===== src/rtl/axis_splitter.sv =====
// AXI-Stream packet splitter: cuts each input packet into NUM_STREAMS
// consecutive segments and routes segment k to output stream k.
module axis_splitter #(
    parameter int AXIS_BYTES     = 1,
    parameter int AXIS_USER_BITS = 1,
    parameter int NUM_STREAMS    = 2,
    parameter int LEN_BITS       = 8
) (
    input  logic                                   clk,
    input  logic                                   sresetn,
    output logic                                   axis_i_tready,
    input  logic                                   axis_i_tvalid,
    input  logic                                   axis_i_tlast,
    input  logic [AXIS_BYTES*8-1:0]                axis_i_tdata,
    input  logic [AXIS_USER_BITS-1:0]              axis_i_tuser,
    input  logic [((NUM_STREAMS > 1) ? NUM_STREAMS-1 : 1)*LEN_BITS-1:0] seg_len_i,
    input  logic [NUM_STREAMS-1:0]                 axis_o_tready,
    output logic [NUM_STREAMS-1:0]                 axis_o_tvalid,
    output logic [NUM_STREAMS-1:0]                 axis_o_tlast,
    output logic [NUM_STREAMS*AXIS_BYTES*8-1:0]    axis_o_tdata,
    output logic [NUM_STREAMS*AXIS_USER_BITS-1:0]  axis_o_tuser,
    output logic                                   runt_o
);

    localparam int DW = AXIS_BYTES * 8;
    localparam int NL = (NUM_STREAMS > 1) ? NUM_STREAMS - 1 : 1;
    localparam int IW = (NUM_STREAMS > 1) ? $clog2(NUM_STREAMS) : 1;

    logic [IW-1:0]          idx;
    logic [LEN_BITS-1:0]    beat;
    logic [LEN_BITS-1:0]    cur_len;
    logic [NL*LEN_BITS-1:0] len_q;
    logic                   sop;
    logic                   is_last;
    logic                   seg_end;
    logic                   accept;

    // The first beat of a packet sees the live length; later beats the captured copy.
    always_comb begin
        cur_len = seg_len_i[LEN_BITS-1:0];
        if (!sop) begin
            cur_len = '0;
            for (int k = 0; k < NL; k++) begin
                if (idx == IW'(k)) cur_len = len_q[k*LEN_BITS +: LEN_BITS];
            end
        end
    end

    assign is_last       = (idx == IW'(NUM_STREAMS - 1));
    assign seg_end       = axis_i_tlast || (!is_last && (beat == cur_len));
    assign axis_i_tready = axis_o_tready[idx];
    assign accept        = axis_i_tvalid && axis_i_tready;

    for (genvar k = 0; k < NUM_STREAMS; k++) begin : g_out
        assign axis_o_tvalid[k] = axis_i_tvalid && (idx == IW'(k));
        assign axis_o_tlast[k]  = seg_end && (idx == IW'(k));
        assign axis_o_tdata[k*DW +: DW] = axis_i_tdata;
        assign axis_o_tuser[k*AXIS_USER_BITS +: AXIS_USER_BITS] = axis_i_tuser;
    end

    always_ff @(posedge clk) begin
        if (!sresetn) begin
            idx    <= '0;
            beat   <= '0;
            sop    <= 1'b1;
            len_q  <= '0;
            runt_o <= 1'b0;
        end else begin
            runt_o <= 1'b0;
            if (accept) begin
                if (sop) len_q <= seg_len_i;
                if (axis_i_tlast) begin
                    idx    <= '0;
                    beat   <= '0;
                    sop    <= 1'b1;
                    runt_o <= !is_last;
                end else if (seg_end) begin
                    idx  <= idx + IW'(1);
                    beat <= '0;
                    sop  <= 1'b0;
                end else begin
                    // The last stream is unbounded, so its counter is frozen.
                    if (!is_last) beat <= beat + LEN_BITS'(1);
                    sop <= 1'b0;
                end
            end
        end
    end

endmodule


===== config.mk =====
export PLATFORM = sky130hd
export DESIGN_NAME = axis_splitter
export DESIGN_NICKNAME = d
export VERILOG_FILES = /design/src/rtl/axis_splitter.sv
export SDC_FILE = /design/constraint.sdc
export NUM_CORES = 1
export LEC_CHECK = 0
export BUFFER_PORTS_ARGS = -buffer_cell sky130_fd_sc_hd__buf_2
export CORE_ASPECT_RATIO = 1.2
export CORE_MARGIN = 8
export CORE_UTILIZATION = 53
export CTS_CLUSTER_DIAMETER = 150
export DETAILED_ROUTE_END_ITERATION = 10
export GPL_ROUTABILITY_DRIVEN = 0
export PLACE_DENSITY = 0.84
export SLEW_MARGIN = 20
export SYNTH_ARGS = -nofsm -noshare
export SYNTH_HDL_FRONTEND = slang
export SYNTH_SLANG_ARGS = --single-unit
export TNS_END_PERCENT = 5

===== constraint.sdc =====
create_clock -name clk -period 4.07 [get_ports clk]
set_input_delay 1.0175 -clock clk [delete_from_list [all_inputs] [get_ports clk]]
set_output_delay 1.0175 -clock clk [all_outputs]
set_load 0.01 [all_outputs]

==> results.yml, run 1 <==
status:
  status: "complete, no violations"
clock_tree:
  cts_tree: "built"
  cts.repair.resized: 0
  cts_buffers: 3
  post_cts.repair.setup_buffers: 0
  clock-sinks: 19
  cts.clk_slew.worst_paths_ns: 0.10
  htree_num_levels: 1
  holdBufCountCts: 0
  clockBufferDepth: 2
  clk_latency_ns: 0.30
  cts-root-buf: "clkbuf_4"
synthesis:
  synth_warnings: 0
  synth_seq_cells: 19
  synth-main-ff-cell: "dfxtp_1"
  synth.avg_cell_area_um2: 9.11
  synthArstFlopShare_pct: 0
  synth.distinct_cells: 36
  syn_area_mm2: 0.00131
  ys_seq_area_share_pct: 29.0
  synth_edf_count: 0
  synth_cells: 144
  syn_nets: 168
sta:
  max_freq_mhz: 290
  slew_viol_final: 0
  rsz0062_at_grt: "false"
  post-route-period-util_pct: 84.7
  post-route-min-period_ns: 3.45
  fin_tns_setup_ns: 0
  hold_violations: 0
  fin_skew_ns: 0.00213
  tightestPinTransition_ns: 0.678
  slew_headroom_pct: 54.7
  setup_violations: 0
detailed_routing:
  drtAntennaViolNets: 0
  wl_per_cell_um: 14.9
  drt-vias-per-instance: 5.57
  drt_wl_total_um: 2590
  vias: 970
  drt_iter0_markers: 25
  dr.pass1.iters: 4
  drc: 0
placed_design:
  dp.final_hpwl_um: 1980
  io_buffers: 19
  dp.cells: 170
final_layout:
  seq_area_um2: 380
  synthToLayoutAreaGrowth_pct: -1.43
  drive_gt1_share_pct: 25.9
  finalNetCount: 168
  multi_input_area_um2: 748
  fillers: 232
  final_cell_mix: "dfxtp_1 (19), buf_2 (19), nor2b_1 (9), mux2i_1 (9)"
  fin_cells: 174
  diodes: 0
setup_path:
  crit_path_end_kind: "output port"
  critPathKind: "reg2out"
  startpoint_type: "register"
  critPathArrivalTime_ns: 2.43
  critPathMaxFanout: 26
  cp_data_required_time_ns: 3.05
die:
  dieArea_mm2: 0.00433
  core_area_mm2: 0.00233
  pin_count: 47
  die_h_um: 70.5
  start_util_pct: 56.3
  die_w_um: 61.4
  rows: 19
job:
  maxCapViolations: 0
power_and_ir_drop:
  ir_drop_mv: 0.207
  power.total_uw: 348
  p_per_area_mw_per_mm2: 269
  p_leak_uw: 0.000563
grt:
  grtUsageTotal_pct: 12.4
  overflow: 0
  grt_pass1_wl_um: 4240
  grt_pass1_vias: 957
  grt_max_degree: 27
  antenna_found_initial: 0
hold_path:
  hold_class: "reg2reg"
==> final cells by class <==
| class | count | share of cell area (%) |
|---|---|---|
| inverter | 1 | 0.290 |
| sequential | 19 | 29.4 |
| tap | 31 | 3.00 |
| timing repair buffer | 19 | 7.36 |
| multi-input combinational | 100 | 57.9 |
| clock buffer | 4 | 2.03 |
==> layer usage <==
metal  GRT usage (%)  share of wire (%)
met5               0                  0
met4            5.58                1.4
met3            3.30                4.5
met2            21.8                 55
met1            12.8                 39
==> worst max-delay path, stage by stage (launching register included) <==
cell and delay [ns]:
dfxtp_1 0.77, and3_1 0.26, a211oi_1 0.05, or4_1 0.54
nand3b_1 0.20, a21oi_1 0.15, buf_2 0.16
==> Yosys cell counts (2+ instances only) <==
cell      instances  share of area (%)
a211oi_1          4                2.3
a21o_1            2                1.1
a21oi_1           7                2.7
and2_1            5                2.4
and3_1            7                3.3
and4bb_1          2                1.9
and4bb_2          2                1.9
buf_2             2               0.76
buf_4            19                 11
buf_6             2                1.7
dfxtp_1          19                 29
mux2i_1           9                6.9
nand2_1           8                2.3
nand3_1           3                1.1
nand4_1           4                1.9
nor2b_1           9                4.3
nor3_2            8                6.1
nor3b_1           3                1.7
o21ai_0           2               0.76
or3_1             2               0.95
or3b_1            2                1.3
or3b_2            4                2.7
xor2_1            6                4.0
==> report_power, final <==
group / switching [uW] / internal, uW / leakage [uW] / total (uW)
sequential: 7.76 / 192 / 0.000154 / 200
combinational: 26.6 / 26.7 / 0.000394 / 53.3
clock: 56.4 / 38.2 / 0.0000150 / 94.7
==> sequential cells by signal, indices dropped and copies added (netlist names) <==
register	flops
beat	8
len_q	8
idx	1
runt_o	1
sop	1
==> kinds of logic after synthesis <==
| group | Yosys count | synth area share [%] |
|---|---|---|
| AND/OR/NAND/NOR | 64 | 35.1 |
| buffers and inverters | 25 | 13.9 |
| flip-flops | 19 | 29.0 |
| AO/OA/AOI/OAI | 18 | 8.59 |
| multiplexers | 10 | 7.73 |
| XOR/XNOR | 7 | 4.68 |
| adder cells (fa/ha/maj) | 1 | 0.954 |
==> metrics by stage <==
stage	setup slack, ns	utilization, %	instance area (um^2)	hold WS, ns
after global routing	0.409	55.5	1290	0.558
after detailed placement	0.672	54.4	1270	0.500
after floorplan	0.911	-	1310	0.476
final	0.621	55.5	1290	0.526
after CTS	0.637	55.5	1290	0.530
after global placement	0.670	54.4	1270	0.492
==> path summary, 6_finish.rpt <==
path	startpoint	endpoint	slack (ns)	cells after the start
worst max-delay path	sop	axis_o_tlast[0]	0.62	6
worst min-delay path	len_q[3]	len_q[3]	0.53	2
worst max register to register	sop	beat[1]	1.69	5
worst min register to register	len_q[3]	len_q[3]	0.53	2
No activity file was read; power rests on OpenSTA's default activity.
==> inputs of run 2 (changes only) <==
--- a/config.mk
+++ b/config.mk
@@ -8,11 +8,11 @@
 export BUFFER_PORTS_ARGS = -buffer_cell sky130_fd_sc_hd__buf_2
 export CORE_ASPECT_RATIO = 1.2
 export CORE_MARGIN = 8
-export CORE_UTILIZATION = 53
+export CORE_UTILIZATION = 49
 export CTS_CLUSTER_DIAMETER = 150
 export DETAILED_ROUTE_END_ITERATION = 10
 export GPL_ROUTABILITY_DRIVEN = 0
-export PLACE_DENSITY = 0.84
+export PLACE_DENSITY = 0.79
 export SLEW_MARGIN = 20
 export SYNTH_ARGS = -nofsm -noshare
 export SYNTH_HDL_FRONTEND = slang
==> constraint.sdc (replaced) <==
create_clock -name clk -period 3.5 [get_ports clk]
set_input_delay 0.875 -clock clk [delete_from_list [all_inputs] [get_ports clk]]
set_output_delay 0.875 -clock clk [all_outputs]
set_load 0.01 [all_outputs]
==> run 2 against run 1 <==
  * Die area increased by 6.2%
  * Combinational power increased by 17%
  * Worst hold slack improved by 0.00055 ns
  * Core utilization fell by 4.7 points
  * Sequential cell count stayed put
  * Clock-buffer cell count is the same
  * Critical path type unchanged
  * Critical endpoint unchanged
==> results.yml, run 2 (same netlist as run 1, synthesis figures left out) <==
final_layout:
  diodes: 0
  final_util_pct: 50.7
  synthToLayoutAreaGrowth_pct: -1.24
  top_regs: "beat: 8 flops, len_q: 8 flops"
  fin_area_mm2: 0.00129
  final_cell_mix: "dfxtp_1 (19), buf_2 (19), nor2b_1 (9), mux2i_1 (9)"
  drive_gt1_share_pct: 25.9
  finalNetCount: 168
power_and_ir_drop:
  ir_drop_mv: 0.173
  p_leak_uw: 0.000563
  p_per_area_mw_per_mm2: 313
hold_path:
  hold_class: "reg2reg"
placed_design:
  dp.final_hpwl_um: 1920
  io_buffers: 19
  pre_cts_slack_ns: 0.362
  postPlaceCellArea_mm2: 0.00127
detailed_routing:
  drt_iter0_markers: 56
  dr.pass1.iters: 4
  drt_wl_total_um: 2540
  drt-vias-per-instance: 5.54
  wl_per_cell_um: 14.4
  drc: 0
  drtAntennaViolNets: 0
  vias: 975
grt:
  grt_pass1_wl_um: 4230
  grt_util_met3_pct: 2.76
  met2_usage_pct: 21.0
  met1_usage_pct: 11.1
  grtUsageTotal_pct: 10.8
  grt_max_degree: 27
  overflow: 0
  grt_pass1_vias: 974
  busiest_layer: "met2"
  antenna_found_initial: 0
clock_tree:
  clock-sinks: 19
  cts_buffers: 3
  post_cts.repair.setup_buffers: 0
  cts.clk_slew.worst_paths_ns: 0.11
  clk_latency_ns: 0.29
  htree_num_levels: 1
  cts.repair.resized: 0
  holdBufCountCts: 0
  cts_tree: "built"
  clockBufferDepth: 2
  cts-root-buf: "clkbuf_4"
setup_path:
  rrSetupSlack_ns: 1.09
  cp_data_required_time_ns: 2.62
  critPathKind: "reg2out"
  crit_path_end_kind: "output port"
  critPathMaxFanout: 26
  startpoint_type: "register"
  critPathArrivalTime_ns: 2.46
sta:
  hold_slack_ns: 0.526
  fin_skew_ns: 0.00352
  tightestPinTransition_ns: 0.682
  slew_viol_final: 0
  post-route-period-util_pct: 95.4
  slew_headroom_pct: 54.5
  max_freq_mhz: 300
  post-route-min-period_ns: 3.34
  setup_violations: 0
  hold_violations: 0
  fin_tns_setup_ns: 0
  rsz0062_at_grt: "false"
  worst_slack_ns: 0.161
die:
  start_util_pct: 51.4
  die_w_um: 63.2
  die_h_um: 72.7
  pin_count: 47
  dieArea_mm2: 0.00459
  rows: 20
  core_area_mm2: 0.00255
status:
  status: "complete, no violations"
job:
  maxCapViolations: 0
==> run 2: cell counts in the layout (fill, tap and decap cells not counted) <==
Identical to the previous run, type by type.
==> run 2: power breakdown <==
group          internal, uW  total [uW]  switching, uW
Sequential              223         232           9.10
Combinational          31.1        62.3           31.3
Clock                  44.3         110           65.8
==> run 2: critical path: stages, from the launching register on <==
cell      delay [ns]
dfxtp_1         0.77
and3_1          0.27
a211oi_1        0.05
or4_1           0.55
nand3b_1        0.21
a21oi_1         0.16
buf_2           0.16
==> run 2: final timing paths <==
path	end	depth (start not counted)	from
max reg2reg	beat[3]	5	sop
min reg2reg	len_q[6]	2	len_q[6]
max	axis_o_tlast[0]	6	sop
min	len_q[6]	2	len_q[6]
==> run 2: cell type report <==
| class | instances | area [um^2] |
|---|---|---|
| fillers | 258 | 1260 |
| flip-flops and latches | 19 | 380 |
| multi-input cells | 100 | 748 |
| repair buffers | 19 | 95.1 |
| inverters | 1 | 3.75 |
| clock buffers | 4 | 26.3 |
| well taps | 33 | 41.3 |
==> run 2: per-stage QoR <==
step,power (uW),std cells
final,405,176
after global routing,425,176
after CTS,405,176
after detailed placement,299,172
after global placement,296,172
after floorplan,300,144
==> run 2: per-layer routing <==
layer | share of wire [%] | wire length [um]
met1 | 40 | 1020
met2 | 54 | 1380
met3 | 4.4 | 113
met4 | 1.1 | 27
met5 | 0 | 0
==> inputs of run 3 (changes only) <==
--- a/config.mk
+++ b/config.mk
@@ -8,11 +8,12 @@
 export BUFFER_PORTS_ARGS = -buffer_cell sky130_fd_sc_hd__buf_2
 export CORE_ASPECT_RATIO = 1.2
 export CORE_MARGIN = 8
-export CORE_UTILIZATION = 49
+export CORE_UTILIZATION = 51
+export CTS_BUF_LIST = sky130_fd_sc_hd__clkbuf_8
 export CTS_CLUSTER_DIAMETER = 150
 export DETAILED_ROUTE_END_ITERATION = 10
 export GPL_ROUTABILITY_DRIVEN = 0
-export PLACE_DENSITY = 0.79
+export PLACE_DENSITY = 0.82
 export SLEW_MARGIN = 20
 export SYNTH_ARGS = -nofsm -noshare
 export SYNTH_HDL_FRONTEND = slang
==> run 3 against run 2 <==
  * Setup slack gained 0.013 ns
  * Worst hold slack gained 0.0055 ns
  * Clock power is 40% higher
  * Routed wire length rose by 3.1%
  * Clock skew barely moved
  * Design area grew 1.5%
  * Combinational power is essentially flat
  * Sequential cell count did not move
  * Maximum frequency increased by 0.38%
  * Sequential share of layout area is 0.45 points lower
  * Critical path type unchanged
==> results.yml, run 3 (same netlist as run 1, synthesis figures left out) <==
status:
  status: "complete, no violations"
setup_path:
  startpoint_type: "register"
  cp_slowest_cell: "dfxtp_1"
  critPathMaxFanout: 26
  critPathArrivalTime_ns: 2.45
  crit_path_end_kind: "output port"
  r2r_cells: 5
  rrSetupSlack_ns: 1.05
  reg2reg_to: "beat[0]"
  critPathKind: "reg2out"
  cp_data_required_time_ns: 2.62
  critPathMaxStageDelay_ns: 0.79
  crit_path_cell_trace: "and3_1 -> a211oi_1 -> or4_1 -> nand3b_1 -> a21oi_1 -> buf_2"
  r2r-start: "sop"
clock_tree:
  cts.repair.resized: 0
  cts-root-buf: "clkbuf_8"
  clockBufferDepth: 2
  cts_tree: "built"
  htree_num_levels: 1
  cts_buffers: 3
  cts.clk_slew.worst_paths_ns: 0.07
  post_cts.repair.setup_buffers: 0
  clock-sinks: 19
  clk_latency_ns: 0.26
  holdBufCountCts: 0
die:
  dieArea_mm2: 0.00446
  pin_count: 47
  core_area_mm2: 0.00250
  die_w_um: 62.3
  die_h_um: 71.5
  start_util_pct: 52.4
  rows: 20
sta:
  post-route-period-util_pct: 95.0
  slew_headroom_pct: 52.1
  worst_slack_ns: 0.174
  post-route-min-period_ns: 3.33
  fin_skew_ns: 0.00387
  slew_viol_final: 0
  fin_tns_setup_ns: 0
  tightestPinTransition_ns: 0.718
  rsz0062_at_grt: "false"
  hold_violations: 0
  setup_violations: 0
  max_freq_mhz: 301
hold_path:
  hold_class: "reg2reg"
  worstHoldPathCells: 2
  min_from: "len_q[6]"
  worst_hold_path.endpoint: "len_q[6]"
grt:
  antenna_found_initial: 0
  met1_usage_pct: 12.2
  grt_util_met3_pct: 2.96
  busiest_layer: "met2"
  grt_pass1_vias: 1020
  overflow: 0
  grt_max_degree: 27
  met2_usage_pct: 22.4
  grtUsageTotal_pct: 11.9
  grt_pass1_wl_um: 4460
final_layout:
  final_cell_mix: "dfxtp_1 (19), buf_2 (19), nor2b_1 (9), mux2i_1 (9)"
  fin_cells: 176
  finalNetCount: 168
  synthToLayoutAreaGrowth_pct: 0.286
  top_regs: "beat: 8 flops, len_q: 8 flops"
  fillers: 229
  diodes: 0
  drive_gt1_share_pct: 26.6
placed_design:
  io_buffers: 19
  dp.cells: 172
  pre_cts_slack_ns: 0.359
  dp.final_hpwl_um: 1980
power_and_ir_drop:
  ir_drop_mv: 0.155
  power.total_uw: 449
  p_per_area_mw_per_mm2: 341
  p_leak_uw: 0.000574
detailed_routing:
  drc: 0
  drt-vias-per-instance: 5.62
  vias: 989
  wl_per_cell_um: 14.9
  drtAntennaViolNets: 0
  drt_wl_total_um: 2620
  drt_iter0_markers: 17
  dr.pass1.iters: 4
job:
  maxCapViolations: 0
run 3: changes by cell type in the layout (fill, tap and decap cells not counted), sizes merged:
cell and delta:
clkbuf -1, clkinv +1
run 3: how the worst max path moves through the flow:
stage,from,end,slack (ns),cells after the start
6_report,sop,axis_o_tlast[0],0.17,6
5_1_grt,sop,axis_o_tlast[0],0.03,6
4_1_cts,sop,axis_o_tlast[0],0.20,6
3_5_place_dp,seg_len_i[7],axis_o_tlast[0],0.36,7
3_3_place_gp,seg_len_i[7],axis_o_tlast[0],0.38,7
2_1_floorplan,seg_len_i[7],axis_o_tlast[0],0.63,5
run 3: final cells by class:
| class | count | area (um^2) | area share (%) |
|---|---|---|---|
| tap | 33 | 41.3 | 3.14 |
| inverter | 1 | 3.75 | 0.285 |
| clock inverter | 1 | 5.00 | 0.381 |
| clock buffer | 3 | 41.3 | 3.14 |
| multi-input combinational | 100 | 748 | 56.9 |
| timing repair buffer | 19 | 95.1 | 7.23 |
| sequential | 19 | 380 | 28.9 |
run 3: where the power goes:
group | switching (uW) | internal (uW) | total [uW]
Combinational | 31.4 | 31.1 | 62.6
Sequential | 9.21 | 223 | 232
Clock | 74.5 | 79.1 | 154
run 3: per-stage QoR:
stage / utilization, % / hold slack (ns) / area [um^2]
detailed placement: 50.7 / 0.519 / 1270
global route: 52.6 / 0.558 / 1320
CTS: 52.6 / 0.541 / 1320
finish: 52.6 / 0.532 / 1320
global placement: 50.7 / 0.492 / 1270
floorplan: - / 0.476 / 1310
run 3: critical path, delay by kind of cell (launching register included):
kind            cells  cell delay [ns]
compound gates      2             0.22
flops               1             0.79
simple gates        3             1.01
buf+inv             1             0.16
run 3: layer usage:
| layer | vias to the layer above | share of wire [%] |
|---|---|---|
| met5 | - | 0 |
| met2 | 8 | 56 |
| li1 | 498 | - |
| met3 | 4 | 3.2 |
| met1 | 479 | 40 |
| met4 | 0 | 0.95 |
